### config.mk
export PLATFORM = sky130hd
export DESIGN_NAME = conversor_bcd_bin_2dig
export DESIGN_NICKNAME = d
export VERILOG_FILES = /design/src/rtl/conversor_bcd_bin_2dig.sv
export SDC_FILE = /design/constraint.sdc
export NUM_CORES = 1
export LEC_CHECK = 0
export ABC_AREA = 1
export CELL_PAD_IN_SITES_DETAIL_PLACEMENT = 1
export CELL_PAD_IN_SITES_GLOBAL_PLACEMENT = 1
export CORE_ASPECT_RATIO = 0.6
export CORE_UTILIZATION = 37
export CTS_CLUSTER_SIZE = 16
export DETAILED_ROUTE_END_ITERATION = 16
export MAX_ROUTING_LAYER = met4
export PLACE_DENSITY_LB_ADDON = 0.08
export SLEW_MARGIN = 20
export SYNTH_ARGS = -nofsm -noshare
export SYNTH_HDL_FRONTEND = slang
export SYNTH_SLANG_ARGS = --single-unit
### constraint.sdc
create_clock -name clk -period 1.35 [get_ports clk]
set_clock_uncertainty 0.15 [all_clocks]
set_input_delay 0.2025 -clock clk [delete_from_list [all_inputs] [get_ports clk]]
set_output_delay 0.2025 -clock clk [all_outputs]
set_load 0.005 [all_outputs]
### src/rtl/conversor_bcd_bin_2dig.sv
// Two-digit packed-BCD to binary converter using an iterative add-ten loop, with a start/done handshake.
// Optional digit and range validation is compiled in when BCD_CHECK_EN is defined.
module conversor_bcd_bin_2dig #(
    parameter int unsigned N       = 7,
    parameter int unsigned MAX_VAL = 99
) (
    input  logic         clk,
    input  logic         reset,
    input  logic         start,
    input  logic [7:0]   data_BCD,
    output logic         busy,
    output logic         done,
    output logic         error,
    output logic [N-1:0] data_bin
);

    localparam int unsigned DW  = 4;
    localparam int unsigned AW  = 8;
    localparam logic [AW-1:0] MAX_ACC  = AW'(MAX_VAL);
    localparam logic [AW-1:0] TEN      = AW'(10);
    localparam logic [DW-1:0] MAX_DIG  = DW'(9);

`ifdef BCD_CHECK_EN
    localparam bit CHECK_EN = 1'b1;
`else
    localparam bit CHECK_EN = 1'b0;
`endif

    typedef enum logic [1:0] {
        S_IDLE  = 2'd0,
        S_CHECK = 2'd1,
        S_ACC   = 2'd2,
        S_DONE  = 2'd3
    } state_t;

    state_t          state;
    state_t          state_nxt;
    logic [DW-1:0]   d1;
    logic [DW-1:0]   d0;
    logic [AW-1:0]   acc;
    logic [DW-1:0]   cnt;
    logic            err_f;

    logic            busy_nxt;
    logic            done_nxt;
    logic            err_nxt;
    logic [N-1:0]    bin_nxt;

    logic            digit_bad_c;
    logic            range_bad_c;
    logic            cnt_zero_c;

    assign digit_bad_c = CHECK_EN && ((d1 > MAX_DIG) || (d0 > MAX_DIG));
    assign range_bad_c = CHECK_EN && (acc > MAX_ACC);
    assign cnt_zero_c  = (cnt == DW'(0));

    // State register
    always_ff @(posedge clk or negedge reset) begin
        if (!reset) begin
            state <= S_IDLE;
        end else begin
            state <= state_nxt;
        end
    end

    // Next-state logic
    always_comb begin
        state_nxt = state;
        case (state)
            S_IDLE:  if (start) state_nxt = S_CHECK;
            S_CHECK: state_nxt = digit_bad_c ? S_DONE : S_ACC;
            S_ACC:   if (cnt_zero_c) state_nxt = S_DONE;
            S_DONE:  state_nxt = S_IDLE;
            default: state_nxt = S_IDLE;
        endcase
    end

    // Output logic: next values of the registered outputs
    always_comb begin
        busy_nxt = (state_nxt != S_IDLE);
        done_nxt = (state_nxt == S_DONE);
        bin_nxt  = data_bin;
        err_nxt  = err_f;
        case (state)
            S_CHECK: begin
                if (digit_bad_c) err_nxt = 1'b1;
            end
            S_ACC: begin
                if (cnt_zero_c) begin
                    if (range_bad_c) begin
                        err_nxt = 1'b1;
                    end else begin
                        bin_nxt = N'(acc);
                        err_nxt = 1'b0;
                    end
                end
            end
            default: ;
        endcase
    end

    // Registered handshake and result outputs
    always_ff @(posedge clk or negedge reset) begin
        if (!reset) begin
            busy     <= 1'b0;
            done     <= 1'b0;
            err_f    <= 1'b0;
            data_bin <= '0;
        end else begin
            busy     <= busy_nxt;
            done     <= done_nxt;
            err_f    <= err_nxt;
            data_bin <= bin_nxt;
        end
    end

    // Without validation the flag never sets; the output is forced low regardless
    assign error = err_f & CHECK_EN;

    // Digit capture and add-ten accumulation
    always_ff @(posedge clk or negedge reset) begin
        if (!reset) begin
            d1  <= '0;
            d0  <= '0;
            acc <= '0;
            cnt <= '0;
        end else begin
            case (state)
                S_IDLE: begin
                    if (start) begin
                        d1 <= data_BCD[7:4];
                        d0 <= data_BCD[3:0];
                    end
                end
                S_CHECK: begin
                    if (!digit_bad_c) begin
                        acc <= AW'(d0);
                        cnt <= d1;
                    end
                end
                S_ACC: begin
                    if (!cnt_zero_c) begin
                        acc <= acc + TEN;
                        cnt <= cnt - DW'(1);
                    end
                end
                default: ;
            endcase
        end
    end

endmodule

==> impl_metrics.tcl, run 1 <==
set metrics [dict create \
    cp_top_family "flip-flops" \
    first_iter_violations 37 \
    synthCells 160 \
    ys_warn_count 0 \
    drc_errors 0 \
    gp_congestion 0.7425 \
    synth.area.top_cells "dfrtp_1 51%, nand2_1 11%, o21ai_2 6.5%, ha_1 5.1%, inv_1 4.8%" \
    numCtsBuffers 5 \
    dieHeight_um 51.02 \
    violations "negative setup slack" \
    synth_top_cell_area_share_pct 50.68 \
    synth_ff_type "dfrtp_1" \
    io_pins 21 \
    vias 1239 \
    ys_types 22 \
    vias_per_cell 4.956 \
    p_comb_share_pct 58.3 \
    fp.coreArea_mm2 0.003744 \
    critPathSlowestCell "dfrtp_2" \
    p_sw_share_pct 42.33 \
    h-tree-depth 2 \
    hp-class "in -> async" \
    clkPwrFrac_pct 13.4 \
    antenna_found_initial 0 \
    hold_viol 0 \
    synth-seq-cells 30 \
    p_per_area_mw_per_mm2 2637 \
    cap_viol_max_count 0 \
    drt-total-wl_um 4047 \
    p_leak_nw 1.048 \
    area_growth_pct 44.76 \
    placement.io_buffers 19 \
    ys_seq_area_share_pct 50.68 \
    clock.fmax_ghz 0.6526 \
    cp_num_buf_inv 2 \
    fill_cells 424 \
    num-nets-final 219 \
    multiInputGateArea_um2 775.7 \
    final_cells 250 \
    synth-edff-count 0 \
    synth_most_common_cell "nand2_1" \
    synth_area_per_cell_um2 9.259 \
    grt_max_degree 31 \
    switchingPower_w 0.002394 \
    drv_slew 0 \
    ff_latch_area_um2 752.0 \
    status "complete, but fails checks" \
    min_period_ns 1.532 \
    async_flop_share_pct 100.0 \
    diodes 0 \
    clockRootBuffer "clkbuf_8" \
    critPathMaxStageDelay_ns 0.46 \
    die_w_um 83.69 \
    cts_tree "yes" \
    setup_viol 29 \
    grt_pass1_wl_um 6568 \
    wl_per_cell_um 16.19 \
    hpwl_um 2676 \
    path_cells "inv_4, ha_4, nand3_4, buf_12, nand2_2, o21ai_2" \
    start_util_pct 39.57 \
    syn_area_mm2 0.001481 \
    clock_latency_ns 0.28 \
    row_count 17 \
    yosys-top-cells-count "44 x nand2_1, 30 x dfrtp_1, 19 x inv_1" \
    required_ns 1.37 \
    p_int_w 0.003261 \
    cp.arrival_ns 1.55 \
    p_seq_share_pct 28.3 \
    clock_path_buffers 2 \
    rsz0062_at_grt "true" \
    gr-usage-all-layers_pct 21.24 \
    synth_fp_nets 177 \
    fin_ws_ns -0.1823 \
    drive_above_1_share_pct 39.41 \
    period_share_pct 113.5 \
    dp_worst_setup_slack_ns -0.1608 \
    grt_pass1_vias 1312 \
    yosysTopAreaCell "dfrtp_1" \
    crit_path_start_kind "flop" \
    clock-sinks 30 \
    ir_drop_mv 1.006 \
    path_clk_slew_ns 0.07 \
    cp_max_fo 10 \
    dr.pass1.iters 4 \
    antenna_left 0 \
    cp-end-kind "flop" \
    die_area_mm2 0.004269 \
    critPathKind "reg -> reg" \
    grt_overflow 0 \
    dp.cells 236 \
]
==> cells in the final DEF, fill, tap and decap left out <==
master            n
nand3b_1          1
inv_4             2
nand3_4           1
buf_16            1
mux2_4            3
dfrtp_1          29
ha_4              3
nor2_2            2
buf_4            13
o21ai_1           3
buf_6             2
clkbuf_8          6
nand3_1           7
ha_2              2
nand4_1           2
clkinv_2          1
nand2_2          13
mux2_2            3
a21oi_1           3
a21oi_4           1
buf_12            3
o21ai_0           4
nor2_1            6
a21oi_2           1
inv_1            16
clkbuf_1          1
conb_1            1
inv_2             2
dfrtp_2           1
nand2_8           1
nand2_4           5
dlygate4sd2_1     9
or2_4             1
clkdlybuf4s50_1  10
o21ai_2          13
nand2_1          30
ha_1              1
==> area by class of cell <==
| type | instances | share of cell area [%] |
|---|---|---|
| multi-input cells | 107 | 36.17 |
| repair buffers | 38 | 18.03 |
| clock buffers | 7 | 4.026 |
| flip-flops and latches | 30 | 35.06 |
| well taps | 47 | 2.742 |
| clock inverters | 1 | 0.2334 |
| inverters | 20 | 3.734 |
==> state kept, by name, indices dropped and copies added, names as in the netlist <==
name      flops
state         2
data_bin      7
d0            4
done          1
busy          1
cnt           4
acc           7
d1            4
==> metrics by stage <==
| stage | hold WS [ns] | power [W] | utilization, % | instance area [µm²] | setup TNS (ns) |
|---|---|---|---|---|---|
| after floorplan | -0.2431 | 0.003243 | - | 1529 | -0.001577 |
| after global placement | 0.3145 | 0.004022 | 50.13 | 1877 | -1.291 |
| after detailed placement | 0.3242 | 0.004242 | 50.13 | 1877 | -2.828 |
| after CTS | 0.1400 | 0.005334 | 55.11 | 2063 | -2.745 |
| after global routing | 0.1456 | 0.006097 | 57.29 | 2145 | -4.778 |
| final | 0.1261 | 0.005655 | 57.29 | 2145 | -3.372 |
==> cell families (layout without fill, tap and decap cells) <==
kind of cell | after synthesis | count (layout) | share of synthesized area [%]
multiplexers | 6 | 6 | 4.560
adder cells (fa/ha/maj) | 6 | 6 | 5.067
flip-flops | 30 | 30 | 50.68
AND/OR/NAND/NOR | 68 | 69 | 20.19
other | 1 | 1 | 0.2531
buffers and inverters | 24 | 66 | 8.023
AO/OA/AOI/OAI | 25 | 25 | 11.23
==> worst paths after layout <==
check	start	slack (ns)	end	depth (start not counted)
worst min-delay path	reset	0.13	cnt[3]$_DFFE_PN0P_	2
min in group clk	data_bin[4]$_DFFE_PN0P_	0.34	data_bin[4]$_DFFE_PN0P_	2
worst max-delay path	state[0]$_DFF_PN0_	-0.18	data_bin[5]$_DFFE_PN0P_	6
worst max register to register	state[0]$_DFF_PN0_	-0.18	data_bin[5]$_DFFE_PN0P_	6
worst min register to register	data_bin[4]$_DFFE_PN0P_	0.34	data_bin[4]$_DFFE_PN0P_	2
max in group asynchronous	reset	0.73	state[0]$_DFF_PN0_	2
==> metal layers <==
layer  GRT usage (%)  share of wire (%)
met4           5.650                1.2
met1           25.83                 45
met2           35.37                 49
met3           6.139                4.8
met5               -                  0
==> timing repair <==
| item | 4_1_cts | 5_1_grt |
|---|---|---|
| gates cloned | 2 | 0 |
| setup buffers | 3 | 1 |
| resized for setup | 26 | 24 |
| endpoints found under the setup margin | 37 | 29 |
| pin swaps | 6 | 5 |
| hold buffers | 0 | 0 |
==> power by group through the flow <==
| stage | sequential, W | combinational [W] | clock, W |
|---|---|---|---|
| 2_1_floorplan | 0.00153 | 0.00171 | 0 |
| 3_3_place_gp | 0.00153 | 0.00249 | 0 |
| 3_5_place_dp | 0.00158 | 0.00267 | 0 |
| 4_1_cts | 0.00156 | 0.00301 | 0.000765 |
| 5_1_grt | 0.00165 | 0.00363 | 0.000820 |
| 6_report | 0.00160 | 0.00330 | 0.000756 |
(Power assumes the default switching activity.)
==> run 2, diff against run 1 <==
==> constraint.sdc (replaced) <==
create_clock -name clk -period 1.35 [get_ports clk]
set_clock_uncertainty 0.15 [all_clocks]
set_input_delay 0.2025 -clock clk [delete_from_list [all_inputs] [get_ports clk]]
set_output_delay 0.2025 -clock clk [all_outputs]
set_load 0.02 [all_outputs]
==> run 2 against run 1 <==
Compared with the run above:
- the run still ends with negative setup slack left
- clock-buffer cell count did not move
- core utilization down 0.77 points
- sequential power about the same
- register-to-register slack better by 0.05 ns
- wire length fell by 7.1%
- largest power group unchanged
- first-iteration DRC count fell by 65%
- highest routed layer unchanged
- worst setup slack improved by 0.047 ns
- die area stayed put
- final cell count is the same
==> impl_metrics.tcl, run 2 (synthesis results as in run 1) <==
set metrics [dict create \
    min_period_ns 1.486 \
    path_clk_slew_ns 0.07 \
    dr.pass1.iters 2 \
    vias_per_cell 4.872 \
    rsz0062_at_grt "true" \
    cts_tree "yes" \
    vias 1218 \
    crit_top_cell "nand2_1" \
    cp.arrival_ns 1.51 \
    critPathKind "reg -> reg" \
    dp_worst_setup_slack_ns -0.1608 \
    drt-total-wl_um 3758 \
    diodes 0 \
    final_cells 250 \
    place_area_mm2 0.001877 \
    num-nets-final 219 \
    grt_max_degree 31 \
    antenna_left 0 \
    hold_buffers 0 \
    period_share_pct 110.0 \
    critPathSlowestCell "dfrtp_1" \
    crit_path_start_kind "flop" \
    die_area_mm2 0.004269 \
    clock_path_buffers 2 \
    placement.io_buffers 19 \
    required_ns 1.37 \
    postLayoutCellArea_mm2 0.002116 \
    clock-sinks 30 \
    path_cells "buf_6, ha_4, or2_4, nand2_8, nor2_2, nand2_1, nand2_1" \
    wl_per_cell_um 15.03 \
    drc_errors 0 \
    cap_viol_max_count 0 \
    whs_ns 0.1266 \
    row_count 17 \
    totalPowerFinal_w 0.005664 \
    grt_pass1_vias 1234 \
    area_growth_pct 42.82 \
    h-tree-depth 2 \
    first_iter_violations 13 \
    grt_pass1_wl_um 6147 \
    hpwl_um 2676 \
    hp-class "in -> async" \
    gr-usage-all-layers_pct 20.01 \
    violations "negative setup slack" \
    ff_latch_area_um2 750.7 \
    status "complete, but fails checks" \
    cp_top_family "simple AND/OR/NAND/NOR gates" \
    fp.coreArea_mm2 0.003744 \
    grt_overflow 0 \
    dieHeight_um 51.02 \
    critPathMaxStageDelay_ns 0.40 \
    drv_slew 0 \
    die_w_um 83.69 \
    numCtsBuffers 5 \
    setup_viol 28 \
    cp_num_buf_inv 1 \
    cp_max_fo 8 \
    p_per_area_mw_per_mm2 2677 \
    clock.fmax_ghz 0.6731 \
    dp.cells 236 \
    layout_common_cells "30 x nand2_1, 30 x dfrtp_1, 16 x inv_1" \
    reg.largest.list "acc x7, data_bin x7" \
    gp_congestion 0.7425 \
    clock_latency_ns 0.28 \
    drive_above_1_share_pct 42.36 \
    cp-end-kind "flop" \
    multiInputGateArea_um2 783.3 \
    fill_cells 420 \
    start_util_pct 39.57 \
    io_pins 21 \
    hold_viol 0 \
    clockRootBuffer "clkbuf_8" \
    ir_drop_mv 1.020 \
    fin_ws_ns -0.1357 \
    p_leak_nw 1.030 \
    antenna_found_initial 0 \
]
-- run 2: stage by stage --
stage	setup TNS [ns]	utilization, %
6_report	-2.384	56.52
5_1_grt	-3.868	56.52
4_1_cts	-2.483	54.45
3_5_place_dp	-2.828	50.13
3_3_place_gp	-1.291	50.13
2_1_floorplan	-0.001577	-
-- run 2: metal layers --
metal	GRT usage [%]	vias up	wire [µm]
met2	33.20	20	1811
li1	-	594	-
met1	25.03	599	1785
met4	4.237	0	22
met3	5.493	5	139
met5	-	-	0
-- run 2: final timing paths --
path / from / end / slack [ns] / cells after the start
worst max register to register: state[0]$_DFF_PN0_ / cnt[3]$_DFFE_PN0P_ / -0.14 / 7
worst max-delay path: state[0]$_DFF_PN0_ / cnt[3]$_DFFE_PN0P_ / -0.14 / 7
max in group asynchronous: reset / acc[2]$_DFFE_PN0P_ / 0.74 / 2
min in group clk: data_bin[4]$_DFFE_PN0P_ / data_bin[4]$_DFFE_PN0P_ / 0.34 / 2
worst min register to register: data_bin[4]$_DFFE_PN0P_ / data_bin[4]$_DFFE_PN0P_ / 0.34 / 2
worst min-delay path: reset / d1[1]$_DFFE_PN0P_ / 0.13 / 2
-- run 2: what timing repair did --
action / 4_1_cts / 5_1_grt
pin swaps: 5 / 8
setup buffers: 1 / 4
gates resized for setup: 31 / 35
cloned: 1 / 0
endpoints found under the setup margin: 37 / 35
hold endpoints to repair: 0 / 0
-- run 2: worst reg2reg max path: stages (launching register included) --
cell	delay, ns
dfrtp_1	0.40
buf_6	0.13
ha_4	0.17
or2_4	0.27
nand2_8	0.10
nor2_2	0.04
nand2_1	0.05
nand2_1	0.05
-- run 2: cell type report --
cell class                      instances  share of cell area (%)
Timing Repair Buffer                   38                   16.74
Clock buffer                            7                   4.080
Clock inverter                          1                  0.2365
Inverter                               20                   3.666
Sequential cell                        30                   35.48
Tap cell                               47                   2.779
Multi-Input combinational cell        107                   37.02
-- run 2: power by group --
group          internal, W  switching (W)
sequential         0.00131       0.000274
clock             0.000411       0.000346
combinational      0.00148        0.00184
total              0.00320        0.00246
==> run 3, diff against run 2 <==
--- a/config.mk
+++ b/config.mk
@@ -5,13 +5,14 @@
 export SDC_FILE = /design/constraint.sdc
 export NUM_CORES = 1
 export LEC_CHECK = 0
-export ABC_AREA = 1
+export ABC_AREA = 0
 export CELL_PAD_IN_SITES_DETAIL_PLACEMENT = 1
 export CELL_PAD_IN_SITES_GLOBAL_PLACEMENT = 1
 export CORE_ASPECT_RATIO = 0.6
-export CORE_UTILIZATION = 37
+export CORE_UTILIZATION = 40
 export CTS_CLUSTER_SIZE = 16
 export DETAILED_ROUTE_END_ITERATION = 16
+export DONT_BUFFER_PORTS = 1
 export MAX_ROUTING_LAYER = met4
 export PLACE_DENSITY_LB_ADDON = 0.08
 export SLEW_MARGIN = 20
==> constraint.sdc (replaced) <==
create_clock -name clk -period 1.35 [get_ports clk]
set_clock_uncertainty 0.15 [all_clocks]
set_input_delay 0.2025 -clock clk [delete_from_list [all_inputs] [get_ports clk]]
set_output_delay 0.2025 -clock clk [all_outputs]
set_load 0.05 [all_outputs]
==> run 3 against run 2 <==
Compared with the run above:
- the run still ends with negative setup slack left
- die area decreased by 11%
- global-route usage increased by 2.7 points
- critical path type unchanged
- clock power decreased by 11%
- first-iteration DRC count increased by 150%
- cell area increased by 2.1%
- largest cell class unchanged
==> impl_metrics.tcl, run 3 <==
set metrics [dict create \
    status "complete, but fails checks" \
    violations "negative setup slack" \
    clockRootBuffer "clkbuf_8" \
    grt_overflow 0 \
    p_int_w 0.003536 \
    die_w_um 78.72 \
    synth_most_common_cell "dfrtp_1" \
    ys_seq_area_share_pct 53.14 \
    placement.io_buffers 0 \
    ys_warn_count 0 \
    vias 1086 \
    cap_viol_max_count 0 \
    antenna_found_initial 0 \
    antenna_left 0 \
    cp_top_family "compound AO/OA/AOI/OAI gates" \
    clock-sinks 30 \
    grt_pass1_vias 1079 \
    fill_cells 328 \
    fp.coreArea_mm2 0.003303 \
    synth_fp_nets 130 \
    setup_viol 29 \
    crit_path_start_kind "flop" \
    drive_above_1_share_pct 55.35 \
    drv_slew 0 \
    path_clk_slew_ns 0.07 \
    layout_common_cells "30 x dfrtp_1, 27 x buf_4, 15 x mux2_4" \
    switchingPower_w 0.002416 \
    drc_errors 0 \
    p_comb_share_pct 59.4 \
    synth-edff-count 0 \
    final_common_cell "dfrtp_1" \
    synth.area.top_cells "dfrtp_1 53%, mux2_2 14%, ha_1 5.3%, mux2i_1 3.5%, nor2b_1 1.8%" \
    cp-end-kind "flop" \
    hp-class "in -> reg" \
    numCtsBuffers 5 \
    gp_congestion 0.7780 \
    io_pins 21 \
    synth-seq-cells 30 \
    clock.fmax_ghz 0.5790 \
    dr.pass1.iters 4 \
    clock_latency_ns 0.29 \
    synth_ff_type "dfrtp_1" \
    synth_top_cell_area_share_pct 53.14 \
    cp_max_fo 7 \
    row_count 16 \
    synth_area_per_cell_um2 12.50 \
    vias_per_cell 5.324 \
    critPathMaxStageDelay_ns 0.39 \
    path_cells "inv_2, ha_4, and4bb_4, o311ai_1, o41ai_1" \
    dieHeight_um 48.03 \
    yosys-top-cells-count "30 x dfrtp_1, 17 x mux2_2, 6 x ha_1, 6 x inv_1, 5 x mux2i_1" \
    num-nets-final 176 \
    fin_util_pct 65.42 \
    hold_viol 0 \
    critPathKind "reg -> reg" \
    fin_ws_ns -0.3772 \
    synthCells 113 \
    period_share_pct 127.9 \
    die_area_mm2 0.003781 \
    wl_per_cell_um 19.03 \
    area_growth_pct 52.97 \
    diodes 0 \
    syn_area_mm2 0.001413 \
    critPathSlowestCell "o311ai_1" \
    h-tree-depth 2 \
    p_seq_share_pct 29.3 \
    cts_tree "yes" \
    ys_types 33 \
    reg.largest.list "acc x7, data_bin x7" \
    grt_pass1_wl_um 5664 \
    clock_path_buffers 2 \
    worstMarginPinSlew_ns 0.5586 \
    gr-usage-all-layers_pct 22.68 \
    first_iter_violations 32 \
    min_period_ns 1.727 \
    grt_max_degree 31 \
    p_sw_share_pct 40.59 \
    tns_ns -6.459 \
    cp_num_buf_inv 1 \
    rsz0062_at_grt "true" \
    hpwl_um 2321 \
    p_per_area_mw_per_mm2 2755 \
    start_util_pct 42.77 \
    drt-total-wl_um 3882 \
    slew_headroom_pct 62.36 \
    clkPwrFrac_pct 11.4 \
    required_ns 1.33 \
    cp.arrival_ns 1.71 \
    yosysTopAreaCell "dfrtp_1" \
    async_flop_share_pct 100.0 \
    p_leak_nw 0.9618 \
    ir_drop_mv 1.321 \
]
run 3: kinds of logic after synthesis:
family,share of synthesized area [%]
AOI/OAI and AO/OA,9.301
adders and majority gates,5.314
buffers and inverters,3.632
DFF,53.14
muxes,17.09
other,0.2655
and+or+nand+nor,11.25
run 3: stage by stage:
step | hold WS [ns] | std cells | setup WS, ns | area (µm²) | total power (W)
after global placement | -0.2424 | 180 | -0.3324 | 1697 | 0.004194
after global routing | 0.06508 | 204 | -0.4483 | 2161 | 0.006289
after detailed placement | -0.2424 | 180 | -0.3791 | 1697 | 0.004331
after floorplan | -0.2431 | 113 | -0.2598 | 1480 | 0.003345
after CTS | 0.04790 | 202 | -0.2998 | 2052 | 0.005594
final | 0.06460 | 204 | -0.3772 | 2161 | 0.005953
run 3: timing repair:
item	CTS	global route
gates resized for setup	30	17
setup buffers	4	2
pin swaps	7	8
endpoints found under the setup margin	29	29
hold buffers	10	0
gates cloned	1	0
endpoints found under the hold margin	38	0
run 3: worst register-to-register path, cell delays in order, from the launching register on:
cell and delay [ns]:
dfrtp_1 0.36, inv_2 0.06, ha_4 0.18, and4bb_4 0.27, o311ai_1 0.39, o41ai_1 0.17
run 3: path summary, 6_finish.rpt:
kind,startpoint,endpoint,slack (ns),cells past startpoint
worst min register to register,acc[0]$_DFFE_PN0P_,data_bin[0]$_DFFE_PN0P_,0.36,1
worst min-delay path,start,d1[2]$_DFFE_PN0P_,0.06,2
max in group asynchronous,reset,acc[0]$_DFFE_PN0P_,0.68,2
worst max-delay path,cnt[1]$_DFFE_PN0P_,acc[4]$_DFFE_PN0P_,-0.38,5
worst max register to register,cnt[1]$_DFFE_PN0P_,acc[4]$_DFFE_PN0P_,-0.38,5
min in group asynchronous,reset,d1[1]$_DFFE_PN0P_,0.20,2
run 3: cell type report:
| type | instances | area, µm² | area share (%) |
|---|---|---|---|
| clock buffers | 7 | 76.32 | 3.532 |
| inverters | 6 | 25.02 | 1.158 |
| multi-input cells | 74 | 874.6 | 40.47 |
| flip-flops and latches | 30 | 750.7 | 34.74 |
| well taps | 45 | 56.30 | 2.606 |
| repair buffers | 42 | 377.9 | 17.49 |
run 3: power by group through the flow:
stage	Sequential [W]	Clock, W	Combinational (W)
finish	0.00174	0.000677	0.00353
global route	0.00179	0.000726	0.00377
CTS	0.00172	0.000691	0.00318
detailed placement	0.00171	0	0.00262
global placement	0.00169	0	0.00250
floorplan	0.00196	0	0.00138
run 3: metal layers:
layer	share of wire, %	up-vias	GRT usage (%)
met5	0	-	-
met4	3.3	0	8.889
met3	3.9	14	7.429
met2	47	30	34.96
met1	46	543	28.12
li1	-	499	-
